**src/rtl/data_sync_hs_if.sv**
```systemverilog
// data_sync_hs_if: destination-side word stream (valid/ready) leaving the synchroniser.
interface data_sync_hs_if #(parameter int BUS_WIDTH = 8);
    logic [BUS_WIDTH-1:0] sync_bus;
    logic                 sync_valid;
    logic                 sync_ready;
    modport master (output sync_bus, sync_valid, input sync_ready);
    modport slave  (input sync_bus, sync_valid, output sync_ready);
endinterface

```
**src/rtl/data_sync_hs.sv**
```systemverilog
// data_sync_hs: request synchroniser that captures a quasi-static source bus into a FWFT FIFO.
module data_sync_hs #(
    parameter int NUM_STAGES = 2,
    parameter int BUS_WIDTH  = 8,
    parameter int REQ_MODE   = 0,
    parameter int DEPTH      = 4
) (
    input  logic                         CLK,
    input  logic                         RST,
    input  logic                         bus_enable,
    input  logic [BUS_WIDTH-1:0]         Unsync_bus,
    data_sync_hs_if.master               dn,
    output logic                         ack_toggle,
    output logic                         overrun,
    input  logic                         clr_overrun,
    output logic [$clog2(DEPTH+1)-1:0]   fill_level
);
    localparam int AW  = $clog2(DEPTH);
    localparam int PW  = AW + 1;
    localparam int FLW = $clog2(DEPTH + 1);

    logic [NUM_STAGES-1:0] sync_q;
    logic                  prev;
    logic                  s;
    logic                  evt;
    logic                  empty;
    logic                  full;
    logic                  pop;
    logic                  push;
    logic                  drop;
    logic [PW-1:0]         wr_ptr;
    logic [PW-1:0]         rd_ptr;
    logic [BUS_WIDTH-1:0]  mem [DEPTH];

    assign s = sync_q[NUM_STAGES-1];

    always_comb begin
        evt   = (REQ_MODE != 0) ? (s ^ prev) : (s & ~prev);
        empty = wr_ptr == rd_ptr;
        full  = (wr_ptr[AW-1:0] == rd_ptr[AW-1:0]) && (wr_ptr[AW] != rd_ptr[AW]);
        pop   = ~empty & dn.sync_ready;
        // a pop in the same cycle frees the slot, so a full FIFO still accepts
        push  = evt & (~full | pop);
        drop  = evt & full & ~pop;
    end

    assign dn.sync_bus   = mem[rd_ptr[AW-1:0]];
    assign dn.sync_valid = ~empty;

    always_ff @(posedge CLK or negedge RST) begin
        if (!RST) begin
            sync_q     <= '0;
            prev       <= 1'b0;
            wr_ptr     <= '0;
            rd_ptr     <= '0;
            ack_toggle <= 1'b0;
            overrun    <= 1'b0;
            fill_level <= '0;
            for (int i = 0; i < DEPTH; i++) mem[i] <= '0;
        end else begin
            sync_q     <= {sync_q[NUM_STAGES-2:0], bus_enable};
            prev       <= s;
            wr_ptr     <= push ? wr_ptr + PW'(1) : wr_ptr;
            rd_ptr     <= pop ? rd_ptr + PW'(1) : rd_ptr;
            ack_toggle <= ack_toggle ^ push;
            overrun    <= drop ? 1'b1 : (clr_overrun ? 1'b0 : overrun);
            fill_level <= (push & ~pop) ? fill_level + FLW'(1) :
                          (pop & ~push) ? fill_level - FLW'(1) : fill_level;
            if (push) mem[wr_ptr[AW-1:0]] <= Unsync_bus;
        end
    end
endmodule

```
**src/flat_wrapper.sv**
```systemverilog
// flat-port wrapper written by rule: the top's interface ports become plain ports
module data_sync_hs_flat 
#(
    parameter int NUM_STAGES = 2,
    parameter int BUS_WIDTH  = 8,
    parameter int REQ_MODE   = 0,
    parameter int DEPTH      = 4
)
  (CLK, RST, bus_enable, Unsync_bus, ack_toggle, overrun, clr_overrun, fill_level, dn_sync_bus, dn_sync_valid, dn_sync_ready);
  data_sync_hs_if #(.BUS_WIDTH(BUS_WIDTH)) dn_i ();
  input  logic CLK;
  input  logic RST;
  input  logic bus_enable;
  input  logic [BUS_WIDTH-1:0] Unsync_bus;
  output logic ack_toggle;
  output logic overrun;
  input  logic clr_overrun;
  output logic [$clog2(DEPTH+1)-1:0] fill_level;
  output wire logic [$bits(dn_i.sync_bus)-1:0] dn_sync_bus;
  output wire logic [$bits(dn_i.sync_valid)-1:0] dn_sync_valid;
  input wire logic [$bits(dn_i.sync_ready)-1:0] dn_sync_ready;
  assign dn_sync_bus = dn_i.sync_bus;
  assign dn_sync_valid = dn_i.sync_valid;
  assign dn_i.sync_ready = dn_sync_ready;
  data_sync_hs #(.NUM_STAGES(NUM_STAGES), .BUS_WIDTH(BUS_WIDTH), .REQ_MODE(REQ_MODE), .DEPTH(DEPTH)) u_core (.CLK(CLK), .RST(RST), .bus_enable(bus_enable), .Unsync_bus(Unsync_bus), .dn(dn_i), .ack_toggle(ack_toggle), .overrun(overrun), .clr_overrun(clr_overrun), .fill_level(fill_level));
endmodule
```
**config.mk**
```make
export PLATFORM = sky130hd
export DESIGN_NAME = data_sync_hs_flat
export DESIGN_NICKNAME = d
export VERILOG_FILES = /design/src/rtl/data_sync_hs_if.sv /design/src/rtl/data_sync_hs.sv /design/src/flat_wrapper.sv
export SDC_FILE = /design/constraint.sdc
export NUM_CORES = 1
export LEC_CHECK = 0
export CORE_ASPECT_RATIO = 1.5
export CORE_MARGIN = 5
export CORE_UTILIZATION = 47
export CTS_CLUSTER_SIZE = 40
export DETAILED_ROUTE_END_ITERATION = 16
export DONT_BUFFER_PORTS = 1
export PLACE_DENSITY = 0.64
export SYNTH_ARGS = -nofsm -noshare
export SYNTH_HDL_FRONTEND = slang
export SYNTH_SLANG_ARGS = --single-unit
```
**constraint.sdc**
```tcl
create_clock -name CLK -period 6.97 [get_ports CLK]
set_input_delay 1.0455 -clock CLK [delete_from_list [all_inputs] [get_ports CLK]]
set_output_delay 1.0455 -clock CLK [all_outputs]
set_load 0.02 [all_outputs]
```
[Word level (Yosys, flattened, before mapping)]
Index checks and enable logic that the tools add are counted.
Cells by class
  equality and inequality tests: 3
  $add $sub $neg: 4
  reduce and logical (&&, ||, !) cells: 4
  multiplexer cells: 10
  order comparisons: 3
  bitwise operators: 16
Operators by type and width (count)
  32-bit bitwise mux: 1
  8-bit 2-to-1 mux: 3
  8-bit binary-select mux with 2-bit select: 1
  8-bit demux with 2-bit select: 1
  3-bit by 1-bit adder with 3-bit output (second input constant): 3
  1-bit bitwise AND: 7
  3-bit >= comparator (second input constant): 2
  3-bit 2-to-1 mux: 2
  2-bit inverter with 3-bit output: 2
  1-bit inverter: 5
  2-bit nonzero test: 2
  3-bit == test: 1
  3-bit by 1-bit less-than comparator with 1-bit output (second input constant): 1
  3-bit by 1-bit subtractor with 3-bit output (second input constant): 1
  2-bit == test: 1
  1-bit logical AND: 2
  1-bit 2-to-1 mux: 2
  1-bit != test: 1
  1-bit OR: 1
  1-bit XOR: 1
Storage, ports and cells
  word-level logic and storage cells: 51
  flip-flop bits (word level): 46

[Depth between registers and ports, before layout]
  depth in word-level cells: 9
  mapped depth: 10
  gate-level depth less buffers: 9

[Worst setup path before layout]
No wires, ideal clock.
  path kind: in2reg
  start: input dn_sync_ready
  end: register u_core.fill_level[1]
  path buffers: 1
  required time: 6.845 ns
  setup slack: 3.951 ns
  stages: 7
  data arrival time: 2.894 ns
  cell sequence: buf_1 -> o41ai_2 -> inv_1 -> ha_1 -> inv_1 -> fa_1 -> mux2_2
On the way
  word-level cells in the longest chain between the ends: 6
  elaborated cells on any way between the ends: 9
RTL lines
  from (decl): line flat_wrapper.sv:21  | input wire logic [$bits(dn_i.sync_ready)-1:0] dn_sync_ready;
  1-bit bitwise AND *: line data_sync_hs.sv:41  | pop = ~empty & dn.sync_ready;
  1-bit OR *: line data_sync_hs.sv:43  | push = evt & (~full | pop);
  1-bit bitwise AND *: line data_sync_hs.sv:43
  via u_core.push: line data_sync_hs.sv:29  | logic push;
  1-bit inverter: line data_sync_hs.sv:68  | (pop & ~push) ? fill_level - FLW'(1) : fill_level;
  1-bit bitwise AND: line data_sync_hs.sv:68
  2-bit nonzero test (no line)
  to (signal assigned): line data_sync_hs.sv:67  | fill_level <= (push & ~pop) ? fill_level + FLW'(1) :
  to (decl): line data_sync_hs.sv:16  | output logic [$clog2(DEPTH+1)-1:0] fill_level
The timed path passes the listed nets; every way through them passes the cells marked *.
A chain may end at the register's enable or synchronous reset.

[Final worst setup path]
  start: register u_core.rd_ptr[0]
  end: register u_core.fill_level[1]
On the way
  word-level cells in the longest chain between the ends: 8
  elaborated cells on any way between the ends: 14
RTL lines
  from (decl): line data_sync_hs.sv:32  | logic [PW-1:0] rd_ptr;
  from (signal assigned): line data_sync_hs.sv:64  | rd_ptr <= pop ? rd_ptr + PW'(1) : rd_ptr;
  3-bit == test or 2-bit == test (tied branches): line data_sync_hs.sv:39, data_sync_hs.sv:40
  1-bit inverter or 1-bit logical AND (tied branches): line data_sync_hs.sv:41, data_sync_hs.sv:40
  1-bit bitwise AND or 1-bit inverter (tied branches): line data_sync_hs.sv:41, data_sync_hs.sv:43
  1-bit OR *: line data_sync_hs.sv:43
  1-bit bitwise AND *: line data_sync_hs.sv:43
  via u_core.push: line data_sync_hs.sv:29
  1-bit inverter: line data_sync_hs.sv:68
  1-bit bitwise AND: line data_sync_hs.sv:68
  2-bit nonzero test (no line)
Marked as above.

==> out/metrics.yaml <==
outcome:
  status: "completed"
sta:
  rsz0062_at_grt: "no"
  slew_viol_final: 0
  fin_skew_ns: 0.006218
  fmax_ghz: 0.3351
  max-slew-margin-rel: 0.4761
  tns_ns: 0
  hold_slack_ns: 0.3556
  worstMarginPinSlew_ns: 0.7831
  period_needed_ns: 2.984
  fin_ws_ns: 3.986
  min_period_over_period: 0.4281
  final_hold_viol_count: 0
  setup_viol_count_final: 0
drt:
  post_drt_wl_per_cell_um: 18.26
  via_count: 1118
  drt-total-wl_um: 3743
  drt_pass1_iterations: 3
  via_per_inst: 5.454
  drc: 0
  ant_nets: 0
  drt-initial-drc-count: 46
synthesis:
  ys_ff_latch: 46
  yosysMostFrequentCell: "dfrtp_1"
  synthArstFlopShare: 1.000
  dominantRegCellSynth: "dfrtp_1"
  synth_top_area_frac: 0.5174
  avgSynthCellArea_um2: 16.36
  synth_edf_count: 0
  yosysTopAreaCell: "dfrtp_1"
  syn_inst: 136
  ys.warnings.count: 0
  seq_area_frac_synth: 0.5174
  synth_area_leaders: "dfrtp_1 (52%), mux2_2 (17%), mux4_2 (8.1%)"
  yosysUniqueCellTypes: 24
  synth.top_cells.by_count: "dfrtp_1 (46), mux2_2 (34), mux4_2 (8)"
  syn_area_um2: 2225
  syn_nets: 156
power:
  comb_power_share: 0.416
  internal-power_mw: 0.7178
  total_power_mw: 1.204
  pwr-share-clk: 0.143
  leakage_nw: 1.002
  switching_share: 0.4039
  p_sw_mw: 0.4863
  seqPwrFrac: 0.441
  ir_worst_vdd_uv: 228.6
  power_density_nw_per_um2: 504.4
global_routing:
  grt_usage: 0.1363
  overflow: 0
  antenna_found_initial: 0
  grt_pass1_wl_um: 6279
  grt_pass1_vias: 1227
  grt_max_degree: 47
cells_and_area:
  multi_input_area_um2: 1039
  final_cells: 205
  utilization: 0.5256
  stdcell_area_um2: 2387
  final_nets: 160
  syn_to_final_growth_pct: 7.312
  seqCellArea_um2: 1151
  drive_gt1_frac: 0.4113
  diodes: 0
  fillers: 384
place:
  dp.cells: 197
  routabilityCongestion: 0.7172
  portBuffers: 0
  placed_cell_area_um2: 2288
  dp_hpwl_um: 2671
  dp_slack_ns: 3.936
run:
  drv_cap: 0
floorplan:
  die_w_um: 66.18
  die-area_um2: 6238
  io_pins: 27
  dieHeight_um: 94.26
  initial_core_util: 0.4898
  coreArea_um2: 4542
  placement_rows: 30
critical_path:
  required_ns: 7.15
  crit_path_cell_trace: "xor2_4, o41ai_2, inv_1, ha_1, inv_1, fa_1, mux2_2"
  max_stage_delay_ns: 0.84
  cpMostUsedCell: "inv_1"
  worst_ep_arrival_time_ns: 3.17
  r2r-start: "u_core.rd_ptr[0]"
  critPathLaunchType: "flip-flop"
  cp-startpoint: "u_core.rd_ptr[0]"
  cp_max_fo: 11
  end_kind: "flip-flop"
  critPathSlowestCell: "dfrtp_1"
  crit_type: "reg -> reg"
worst_hold_path:
  hold_path.class: "reg -> reg"
  worstHoldStart: "u_core.sync_q[0]"
clock_tree:
  htreeDepth: 2
  path_clk_slew_ns: 0.09
  post_cts_buffers: 0
  clkSinkCount: 46
  cts.path.max_buffers: 2
  cts_root_buf: "clkbuf_8"
  cts_resized: 0
  clk_latency_ns: 0.30
  cts_hold_buf: 0
  cts_made_buffers: 5
  cts_tree: "built"
==> cell usage in the layout, fill, tap and decap left out, drive strengths merged <==
cell type	instances
dfrtp	46
mux2	35
mux4	8
ha	6
clkbuf	6
inv	6
xnor2	6
o41ai	5
xor2	5
and3b	4
nor2	3
nand2	3
o31ai	2
nor2b	1
a32o	1
nor3	1
o21a	1
fa	1
clkinvlp	1
==> flip-flops by register name, indices dropped and copies added, names as in the netlist <==
| register | count |
|---|---|
| u_core.ack_toggle | 1 |
| u_core.wr_ptr | 3 |
| u_core.overrun | 1 |
| u_core.rd_ptr | 3 |
| u_core.sync_q | 2 |
| u_core.fill_level | 3 |
| u_core.mem | 32 |
| u_core.prev | 1 |
==> worst max-delay path: cells and delay by family, from the launching register on <==
family / cells / cell delay [ns]
adder cells (fa/ha/maj): 2 / 0.66
flip-flops: 1 / 0.84
multiplexers: 1 / 0.26
XOR/XNOR: 1 / 0.29
AO/OA/AOI/OAI: 1 / 0.62
buffers and inverters: 2 / 0.20
==> kinds of logic after synthesis <==
group,share of synthesized area
xor+xnor,0.06356
simple gates,0.03093
flops,0.5174
buf+inv,0.01575
fa+ha+maj,0.04274
mux,0.2582
compound gates,0.07143
==> path summary, 6_finish.rpt <==
path / slack [ns] / to / depth (start not counted)
worst max-delay path: 3.99 / u_core.fill_level[1] / 7
worst min-delay path: 0.36 / u_core.sync_q[1] / 0
worst max register to register: 3.99 / u_core.fill_level[1] / 7
worst min register to register: 0.36 / u_core.sync_q[1] / 0
max in group asynchronous: 6.44 / u_core.fill_level[1] / 0
min in group asynchronous: 0.44 / u_core.mem[29] / 0
==> power groups by stage <==
stage | Combinational, mW | Sequential [mW] | Clock (mW)
finish | 0.500 | 0.531 | 0.173
global placement | 0.488 | 0.531 | 0
detailed placement | 0.508 | 0.539 | 0
global route | 0.544 | 0.551 | 0.190
floorplan | 0.479 | 0.478 | 0
CTS | 0.511 | 0.533 | 0.179
==> routing by layer <==
| metal | share of wire | track usage |
|---|---|---|
| met5 | 0 | 0 |
| met4 | 0.014 | 0.04576 |
| met3 | 0.054 | 0.04910 |
| met2 | 0.55 | 0.2403 |
| met1 | 0.38 | 0.1480 |
==> layout make-up <==
cell class,count,area share
sequential,46,0.4822
clock buffer,6,0.03459
multi-input combinational,82,0.4350
clock inverter,2,0.006813
inverter,5,0.007862
tap,64,0.03354
No activity file was read; power rests on OpenSTA's default activity.
